$ cat config.mk
export PLATFORM = sky130hd
export DESIGN_NAME = fifo_access_ctrl_flat
export DESIGN_NICKNAME = d
export VERILOG_FILES = /design/src/rtl/fifo_access_ctrl_if.sv /design/src/rtl/fifo_access_ctrl.sv /design/src/flat_wrapper.sv
export SDC_FILE = /design/constraint.sdc
export NUM_CORES = 1
export LEC_CHECK = 0
export CAP_MARGIN = 10
export CORE_MARGIN = 2
export CORE_UTILIZATION = 35
export DETAILED_ROUTE_END_ITERATION = 10
export PLACE_DENSITY = 0.71
export SLEW_MARGIN = 5
export SYNTH_ARGS = -nofsm -noshare
export SYNTH_HDL_FRONTEND = slang
export SYNTH_SLANG_ARGS = --single-unit
$ cat constraint.sdc
create_clock -name clk -period 8.8 [get_ports clk]
set_input_delay 1.76 -clock clk [delete_from_list [all_inputs] [get_ports clk]]
set_output_delay 1.76 -clock clk [all_outputs]
set_load 0.01 [all_outputs]
$ cat src/rtl/fifo_access_ctrl_if.sv
// rtl/fifo_access_ctrl_if.sv - client and FIFO-side signal bundle for fifo_access_ctrl
//
// Ports (via modports):
//   slave  : controller view. It takes the requests, write data and FIFO
//            status/read data, and drives the grants, read return, FIFO
//            enables/data_in, occupancy and sync_err.
//   master : environment view, with the opposite directions.
interface fifo_access_ctrl_if #(
  parameter int WIDTH = 32,
  parameter int CNT_W = 5
);
  logic             wr0_req;
  logic [WIDTH-1:0] wr0_data;
  logic             wr0_gnt;
  logic             wr1_req;
  logic [WIDTH-1:0] wr1_data;
  logic             wr1_gnt;
  logic             rd_req;
  logic             rd_gnt;
  logic             rd_valid;
  logic [WIDTH-1:0] rd_data;
  logic             fifo_wr_en;
  logic             fifo_rd_en;
  logic [WIDTH-1:0] fifo_data_in;
  logic [WIDTH-1:0] fifo_data_out;
  logic             fifo_empty;
  logic             fifo_full;
  logic [CNT_W-1:0] occupancy;
  logic             sync_err;

  modport slave (
    input  wr0_req, wr0_data, wr1_req, wr1_data, rd_req,
           fifo_data_out, fifo_empty, fifo_full,
    output wr0_gnt, wr1_gnt, rd_gnt, rd_valid, rd_data,
           fifo_wr_en, fifo_rd_en, fifo_data_in, occupancy, sync_err
  );

  modport master (
    output wr0_req, wr0_data, wr1_req, wr1_data, rd_req,
           fifo_data_out, fifo_empty, fifo_full,
    input  wr0_gnt, wr1_gnt, rd_gnt, rd_valid, rd_data,
           fifo_wr_en, fifo_rd_en, fifo_data_in, occupancy, sync_err
  );
endinterface

$ cat src/rtl/fifo_access_ctrl.sv
// rtl/fifo_access_ctrl.sv - shares one FIFO between two writers and one reader
//
// Ports:
//   clk  : rising-edge clock
//   rstN : asynchronous active-low reset
//   bus  : fifo_access_ctrl_if.slave. It carries the wr0/wr1/rd handshakes,
//          the FIFO enables and data, the occupancy count and the sticky
//          sync_err flag.
module fifo_access_ctrl #(
  parameter int FIFO_WIDTH = 32,
  parameter int FIFO_DEPTH = 16,
  parameter int CNT_W      = $clog2(FIFO_DEPTH + 1)
) (
  input logic                clk,
  input logic                rstN,
  fifo_access_ctrl_if.slave  bus
);

  typedef enum logic [1:0] {S_IDLE, S_WR, S_RD} state_t;

  localparam logic [CNT_W-1:0] DEPTH_C = CNT_W'(FIFO_DEPTH);
  localparam logic [CNT_W-1:0] ZERO_C  = '0;
  localparam logic [CNT_W-1:0] ONE_C   = CNT_W'(1);

  state_t                state_q, state_d;
  logic                  rr_ptr_q, rr_ptr_d;     // write port that wins a tie
  logic                  last_op_q, last_op_d;   // 1 = last op was WR, 0 = RD
  logic [CNT_W-1:0]      occ_q, occ_d;
  logic                  sync_err_q, sync_err_d;
  logic                  wr0_gnt_q, wr0_gnt_d;
  logic                  wr1_gnt_q, wr1_gnt_d;
  logic                  wr_en_q, wr_en_d;
  logic                  rd_en_q, rd_en_d;
  logic                  rd_valid_q, rd_valid_d;
  logic [FIFO_WIDTH-1:0] data_in_q, data_in_d;
  logic [FIFO_WIDTH-1:0] rd_hold_q, rd_hold_d;

  logic wr0_eff, wr1_eff, wr_ok, rd_ok, wr_port;

  always_comb begin
    state_d    = S_IDLE;
    rr_ptr_d   = rr_ptr_q;
    last_op_d  = last_op_q;
    occ_d      = occ_q;
    wr0_gnt_d  = 1'b0;
    wr1_gnt_d  = 1'b0;
    wr_en_d    = 1'b0;
    rd_en_d    = 1'b0;
    data_in_d  = '0;
    rd_valid_d = (state_q == S_RD);
    rd_hold_d  = rd_valid_q ? bus.fifo_data_out : rd_hold_q;

    // Count after the op currently on the FIFO pins; the FIFO flags only
    // catch up next cycle, so this guards back-to-back over/underflow.
    if (state_q == S_WR && occ_q != DEPTH_C) begin
      occ_d = occ_q + ONE_C;
    end else if (state_q == S_RD && occ_q != ZERO_C) begin
      occ_d = occ_q - ONE_C;
    end

    // A request still high in its own gnt cycle is the one just consumed.
    wr0_eff = bus.wr0_req & ~wr0_gnt_q;
    wr1_eff = bus.wr1_req & ~wr1_gnt_q;
    wr_ok   = (wr0_eff | wr1_eff) & ~bus.fifo_full & (occ_d < DEPTH_C);
    rd_ok   = bus.rd_req & ~bus.fifo_empty & (occ_d > ZERO_C) & (state_q != S_RD);
    wr_port = (wr0_eff & wr1_eff) ? rr_ptr_q : wr1_eff;

    if (wr_ok && rd_ok) begin
      state_d = last_op_q ? S_RD : S_WR;
    end else if (wr_ok) begin
      state_d = S_WR;
    end else if (rd_ok) begin
      state_d = S_RD;
    end

    case (state_d)
      S_WR: begin
        wr_en_d   = 1'b1;
        last_op_d = 1'b1;
        rr_ptr_d  = ~wr_port;
        if (wr_port) begin
          wr1_gnt_d = 1'b1;
          data_in_d = bus.wr1_data;
        end else begin
          wr0_gnt_d = 1'b1;
          data_in_d = bus.wr0_data;
        end
      end
      S_RD: begin
        rd_en_d   = 1'b1;
        last_op_d = 1'b0;
      end
      default: ;
    endcase

    sync_err_d = sync_err_q
               | ((occ_q == DEPTH_C) != bus.fifo_full)
               | ((occ_q == ZERO_C)  != bus.fifo_empty);
  end

  always_ff @(posedge clk or negedge rstN) begin
    if (!rstN) begin
      state_q    <= S_IDLE;
      rr_ptr_q   <= 1'b0;
      last_op_q  <= 1'b0;
      occ_q      <= '0;
      sync_err_q <= 1'b0;
      wr0_gnt_q  <= 1'b0;
      wr1_gnt_q  <= 1'b0;
      wr_en_q    <= 1'b0;
      rd_en_q    <= 1'b0;
      rd_valid_q <= 1'b0;
      data_in_q  <= '0;
      rd_hold_q  <= '0;
    end else begin
      state_q    <= state_d;
      rr_ptr_q   <= rr_ptr_d;
      last_op_q  <= last_op_d;
      occ_q      <= occ_d;
      sync_err_q <= sync_err_d;
      wr0_gnt_q  <= wr0_gnt_d;
      wr1_gnt_q  <= wr1_gnt_d;
      wr_en_q    <= wr_en_d;
      rd_en_q    <= rd_en_d;
      rd_valid_q <= rd_valid_d;
      data_in_q  <= data_in_d;
      rd_hold_q  <= rd_hold_d;
    end
  end

  assign bus.wr0_gnt      = wr0_gnt_q;
  assign bus.wr1_gnt      = wr1_gnt_q;
  assign bus.rd_gnt       = rd_en_q;
  assign bus.rd_valid     = rd_valid_q;
  // The FIFO output is registered and only valid in the rd_valid cycle, so
  // it is passed straight through then and held afterwards.
  assign bus.rd_data      = rd_valid_q ? bus.fifo_data_out : rd_hold_q;
  assign bus.fifo_wr_en   = wr_en_q;
  assign bus.fifo_rd_en   = rd_en_q;
  assign bus.fifo_data_in = data_in_q;
  assign bus.occupancy    = occ_q;
  assign bus.sync_err     = sync_err_q;

endmodule

$ cat src/flat_wrapper.sv
// flat-port wrapper written by rule: the top's interface ports become plain ports
module fifo_access_ctrl_flat 
#(
  parameter int FIFO_WIDTH = 32,
  parameter int FIFO_DEPTH = 16,
  parameter int CNT_W      = $clog2(FIFO_DEPTH + 1)
)
  (clk, rstN, bus_wr0_req, bus_wr0_data, bus_wr1_req, bus_wr1_data, bus_rd_req, bus_fifo_data_out, bus_fifo_empty, bus_fifo_full, bus_wr0_gnt, bus_wr1_gnt, bus_rd_gnt, bus_rd_valid, bus_rd_data, bus_fifo_wr_en, bus_fifo_rd_en, bus_fifo_data_in, bus_occupancy, bus_sync_err);
  fifo_access_ctrl_if #(.WIDTH((32)), .CNT_W(CNT_W)) bus_i ();
  input logic clk;
  input logic rstN;
  input wire logic [$bits(bus_i.wr0_req)-1:0] bus_wr0_req;
  input wire logic [$bits(bus_i.wr0_data)-1:0] bus_wr0_data;
  input wire logic [$bits(bus_i.wr1_req)-1:0] bus_wr1_req;
  input wire logic [$bits(bus_i.wr1_data)-1:0] bus_wr1_data;
  input wire logic [$bits(bus_i.rd_req)-1:0] bus_rd_req;
  input wire logic [$bits(bus_i.fifo_data_out)-1:0] bus_fifo_data_out;
  input wire logic [$bits(bus_i.fifo_empty)-1:0] bus_fifo_empty;
  input wire logic [$bits(bus_i.fifo_full)-1:0] bus_fifo_full;
  output wire logic [$bits(bus_i.wr0_gnt)-1:0] bus_wr0_gnt;
  output wire logic [$bits(bus_i.wr1_gnt)-1:0] bus_wr1_gnt;
  output wire logic [$bits(bus_i.rd_gnt)-1:0] bus_rd_gnt;
  output wire logic [$bits(bus_i.rd_valid)-1:0] bus_rd_valid;
  output wire logic [$bits(bus_i.rd_data)-1:0] bus_rd_data;
  output wire logic [$bits(bus_i.fifo_wr_en)-1:0] bus_fifo_wr_en;
  output wire logic [$bits(bus_i.fifo_rd_en)-1:0] bus_fifo_rd_en;
  output wire logic [$bits(bus_i.fifo_data_in)-1:0] bus_fifo_data_in;
  output wire logic [$bits(bus_i.occupancy)-1:0] bus_occupancy;
  output wire logic [$bits(bus_i.sync_err)-1:0] bus_sync_err;
  assign bus_i.wr0_req = bus_wr0_req;
  assign bus_i.wr0_data = bus_wr0_data;
  assign bus_i.wr1_req = bus_wr1_req;
  assign bus_i.wr1_data = bus_wr1_data;
  assign bus_i.rd_req = bus_rd_req;
  assign bus_i.fifo_data_out = bus_fifo_data_out;
  assign bus_i.fifo_empty = bus_fifo_empty;
  assign bus_i.fifo_full = bus_fifo_full;
  assign bus_wr0_gnt = bus_i.wr0_gnt;
  assign bus_wr1_gnt = bus_i.wr1_gnt;
  assign bus_rd_gnt = bus_i.rd_gnt;
  assign bus_rd_valid = bus_i.rd_valid;
  assign bus_rd_data = bus_i.rd_data;
  assign bus_fifo_wr_en = bus_i.fifo_wr_en;
  assign bus_fifo_rd_en = bus_i.fifo_rd_en;
  assign bus_fifo_data_in = bus_i.fifo_data_in;
  assign bus_occupancy = bus_i.occupancy;
  assign bus_sync_err = bus_i.sync_err;
  fifo_access_ctrl #(.FIFO_WIDTH(FIFO_WIDTH), .FIFO_DEPTH(FIFO_DEPTH), .CNT_W(CNT_W)) u_core (.clk(clk), .rstN(rstN), .bus(bus_i));
endmodule
==> results.yml <==
yosys:
  sequential_element_share_of_the_synthesized_area_pct: 54.1
  yosys.cell_types.count: 45
  syn_avg_cell_area_um2: 13.8
  post_synth_edffs: 0
  synthesis.instances: 265
  syn_nets: 372
  synth_top_flop_cell: "sky130_fd_sc_hd__dfrtp_1"
  yosys_register_bits: 79
  synth.cell_area_um2: 3660
  ys.warnings.count: 0
  synth_async_sr_flop_share_pct: 100
setup_path:
  crit_path_end: "bus_rd_data[2]"
  worst_setup_path_start_kind: "input pin"
  r2r_start: "u_core.bus.occupancy[0]"
  critical_path_cell_count: 3
  cp-end-kind: "output port"
  regToRegEndpoint: "u_core.bus.wr0_gnt"
  worstSetupStartpoint: "bus_fifo_data_out[2]"
  worst_path_max_delay_cell: "sky130_fd_sc_hd__clkdlybuf4s50_1"
  cp_cell_sequence: "clkdlybuf4s50_1, mux2_2, clkdlybuf4s50_1"
  reg2regPathDepth: 10
  critPathMostFrequentCell: "sky130_fd_sc_hd__clkdlybuf4s50_1"
  ff2ff_setup_slack_ns: 5.42
  worst-setup-path-type: "input pin to output port"
  cp.arrival_ns: 2.94
  worst_ep_required_time_ns: 7.04
  critPathMaxFanout: 2
  cp_buf_inv_count: 2
  worst_path_largest_cell_delay_ns: 0.50
  worst_path_dominant_cell_family: "buffers and inverters"
sta:
  drv_slew: 0
  post_layout_min_period_ns: 4.70
  worstMarginPinSlew_ns: 1.20
  fin_tns_setup_ns: 0
  timing.max_slew.rel_slack_pct: 19.7
  max_freq_mhz: 213
  timing.hold.ws_ns: 0.481
  timing.final.setup_violations: 0
  rsz0062_at_grt: "no"
  report.final.hold_viol_count: 0
  final_critical_path_share_of_the_clock_period_pct: 53.4
  timing.clock.skew_ns: 0.0173
placed_design:
  dpl-instance-area_um2: 5560
  buffer_ports.inserted: 178
  detailed_placer_s_ending_hpwl_um: 6590
  place.gp.congestion: 0.785
clock_network:
  cts_buffers: 9
  worst_skew_pair.late_latency_ns: 0.34
  post_cts_resize_count: 0
  tritoncts: "built"
  h-tree-depth: 3
  postCtsHoldBufs: 0
  clock-sinks: 79
  cts_root_buf: "sky130_fd_sc_hd__clkbuf_8"
  max-clock-path-buffers: 2
  clkSlewWorstSetupHoldPaths_ns: 0.09
  postCtsSetupRepairBufs: 0
power:
  combinationalPowerShare_pct: 47.7
  ir_worst_vdd_mv: 0.117
  power-per-cell-area_nw_per_um2: 278
  clockPowerShare_pct: 18.4
  power.share.switching_pct: 31.8
  total_leakage_power_nw: 2.39
  switchingPower_uw: 512
  seq_power_share_pct: 33.9
  intPower_mw: 1.10
floorplanning:
  ioPinCount: 179
  placeable_area_um2: 10200
  die_area_um2: 11300
  fp.dieW_um: 106
  dieHeight_um: 106
  rows: 37
  initial_utilization_pct: 35.7
status:
  outcome: "complete, no violations"
final_layout:
  most-common-layout-cells: "sky130_fd_sc_hd__clkdlybuf4s50_1, sky130_fd_sc_hd__dfrtp_1, sky130_fd_sc_hd__mux2i_1, sky130_fd_sc_hd__mux2_2, sky130_fd_sc_hd__nor3b_2"
  areaGrowthSynthToFinish_pct: 58.1
  stdcell_area_um2: 5780
  finalNetCount: 550
  insertedDiodeCount: 0
  final_common_cell: "sky130_fd_sc_hd__clkdlybuf4s50_1"
  layout-drive-gt1-share_pct: 19.4
  layout_filler_cell_count: 891
routing:
  drt_drc_violations_left: 0
  vias: 2762
  post_drt_via_cell_ratio: 4.73
  drt_wl_cell_um: 15.2
  first_pass_iters: 5
  postRouteWirelength_um: 8880
  detailedRoute.firstIterationViolations: 96
  antenna_violating_nets_post_route: 0
global_routing:
  grt.total_usage_pct: 15.9
  grt_start_max_net_pins: 80
  globalRouteOverflowTotal: 0
  global_route_wire_length_before_repair_um: 14200
  first_global_vias: 2896
  grt_antenna_before_repair: 0
min_path:
  min-delay-path-class: "register to register"
job:
  drv_cap: 0
## cell type report
cell class	instances	area (µm²)	area share, %
multi-input cells	166	1590	27.4
flip-flops and latches	79	1980	34.2
well taps	136	170	2.94
clock buffers	11	141	2.45
inverters	6	22.5	0.390
repair buffers	181	1800	31.2
clock inverters	5	81.3	1.41
## through the flow
step           util (%)  setup slack, ns  total power [mW]  cells
6_report           56.5             4.10              1.61    584
5_1_grt            56.5             4.08              1.71    584
4_1_cts            56.5             4.10              1.63    584
3_5_place_dp       54.3             4.11              1.33    568
3_3_place_gp       54.3             4.10              1.31    568
2_1_floorplan         -             5.00             0.946    265
## worst min path at each step
stage | cells past startpoint | end | start
floorplan | 1 | u_core.bus.sync_err | u_core.bus.sync_err
global placement | 1 | u_core.bus.sync_err | u_core.bus.sync_err
detailed placement | 1 | u_core.bus.sync_err | u_core.bus.sync_err
global route | 1 | u_core.bus.sync_err | u_core.bus.sync_err
finish | 1 | u_core.bus.sync_err | u_core.bus.sync_err
CTS | 1 | u_core.bus.sync_err | u_core.bus.sync_err
## logic make-up after synthesis
kind of cell	after synthesis	share of synthesized area [%]
AOI/OAI and AO/OA	19	4.42
DFF	79	54.1
and+or+nand+nor	76	17.8
muxes	65	18.9
buffers and inverters	20	2.77
xor gates and xnor gates	2	0.685
adders and majority gates	4	1.37
## worst reg2reg max path, cell delays in order (launching register included)
cell and delay (ns):
sky130_fd_sc_hd__dfrtp_1 0.45, sky130_fd_sc_hd__inv_1 0.10, sky130_fd_sc_hd__ha_1 0.26, sky130_fd_sc_hd__nor4bb_1 0.17, sky130_fd_sc_hd__or3b_1 0.41, sky130_fd_sc_hd__a32o_1 0.33, sky130_fd_sc_hd__a41oi_4 0.57, sky130_fd_sc_hd__buf_4 0.45
sky130_fd_sc_hd__nor3_1 0.12, sky130_fd_sc_hd__ha_1 0.24, sky130_fd_sc_hd__nor2b_1 0.13
## flip-flops by register name (all words and copies together) (netlist names)
register / cells
u_core.bus.fifo_data_in: 32
u_core.bus.fifo_rd_en: 1
u_core.bus.fifo_wr_en: 1
u_core.bus.occupancy: 5
u_core.bus.rd_valid: 1
u_core.bus.sync_err: 1
u_core.bus.wr0_gnt: 1
u_core.bus.wr1_gnt: 1
u_core.last_op_q: 1
u_core.rd_hold_q: 32
u_core.rr_ptr_q: 1
u_core.state_q: 2
## layer usage
layer	track usage [%]	vias up	wire [µm]
li1	-	1299	-
met2	26.4	135	4210
met5	0	-	0
met3	7.48	6	1010
met1	18.7	1322	3590
met4	3.67	0	65
## synthesized netlist by cell type, types with 2 or more instances
| master | number | area, µm² |
|---|---|---|
| sky130_fd_sc_hd__a211oi_1 | 2 | 15.0 |
| sky130_fd_sc_hd__a21oi_1 | 2 | 10.0 |
| sky130_fd_sc_hd__buf_1 | 3 | 11.3 |
| sky130_fd_sc_hd__buf_6 | 3 | 33.8 |
| sky130_fd_sc_hd__clkbuf_1 | 7 | 26.3 |
| sky130_fd_sc_hd__dfrtp_1 | 79 | 1980 |
| sky130_fd_sc_hd__ha_1 | 4 | 50.1 |
| sky130_fd_sc_hd__inv_1 | 6 | 22.5 |
| sky130_fd_sc_hd__mux2_2 | 32 | 360 |
| sky130_fd_sc_hd__mux2i_1 | 33 | 330 |
| sky130_fd_sc_hd__nand2_1 | 5 | 18.8 |
| sky130_fd_sc_hd__nand2b_1 | 6 | 37.5 |
| sky130_fd_sc_hd__nand3_1 | 4 | 20.0 |
| sky130_fd_sc_hd__nand3b_1 | 4 | 30.0 |
| sky130_fd_sc_hd__nor2_1 | 9 | 33.8 |
| sky130_fd_sc_hd__nor2b_1 | 3 | 18.8 |
| sky130_fd_sc_hd__nor3b_1 | 4 | 30.0 |
| sky130_fd_sc_hd__nor3b_2 | 30 | 375 |
| sky130_fd_sc_hd__o21ai_0 | 3 | 15.0 |
## power by group through the flow
| stage | Combinational (mW) | Clock (mW) | Sequential [mW] |
|---|---|---|---|
| 6_report | 0.767 | 0.296 | 0.545 |
| 5_1_grt | 0.823 | 0.324 | 0.560 |
| 4_1_cts | 0.777 | 0.306 | 0.547 |
| 3_5_place_dp | 0.775 | 0 | 0.553 |
| 3_3_place_gp | 0.762 | 0 | 0.548 |
| 2_1_floorplan | 0.385 | 0 | 0.561 |
Power figures use the tool's default switching activity.
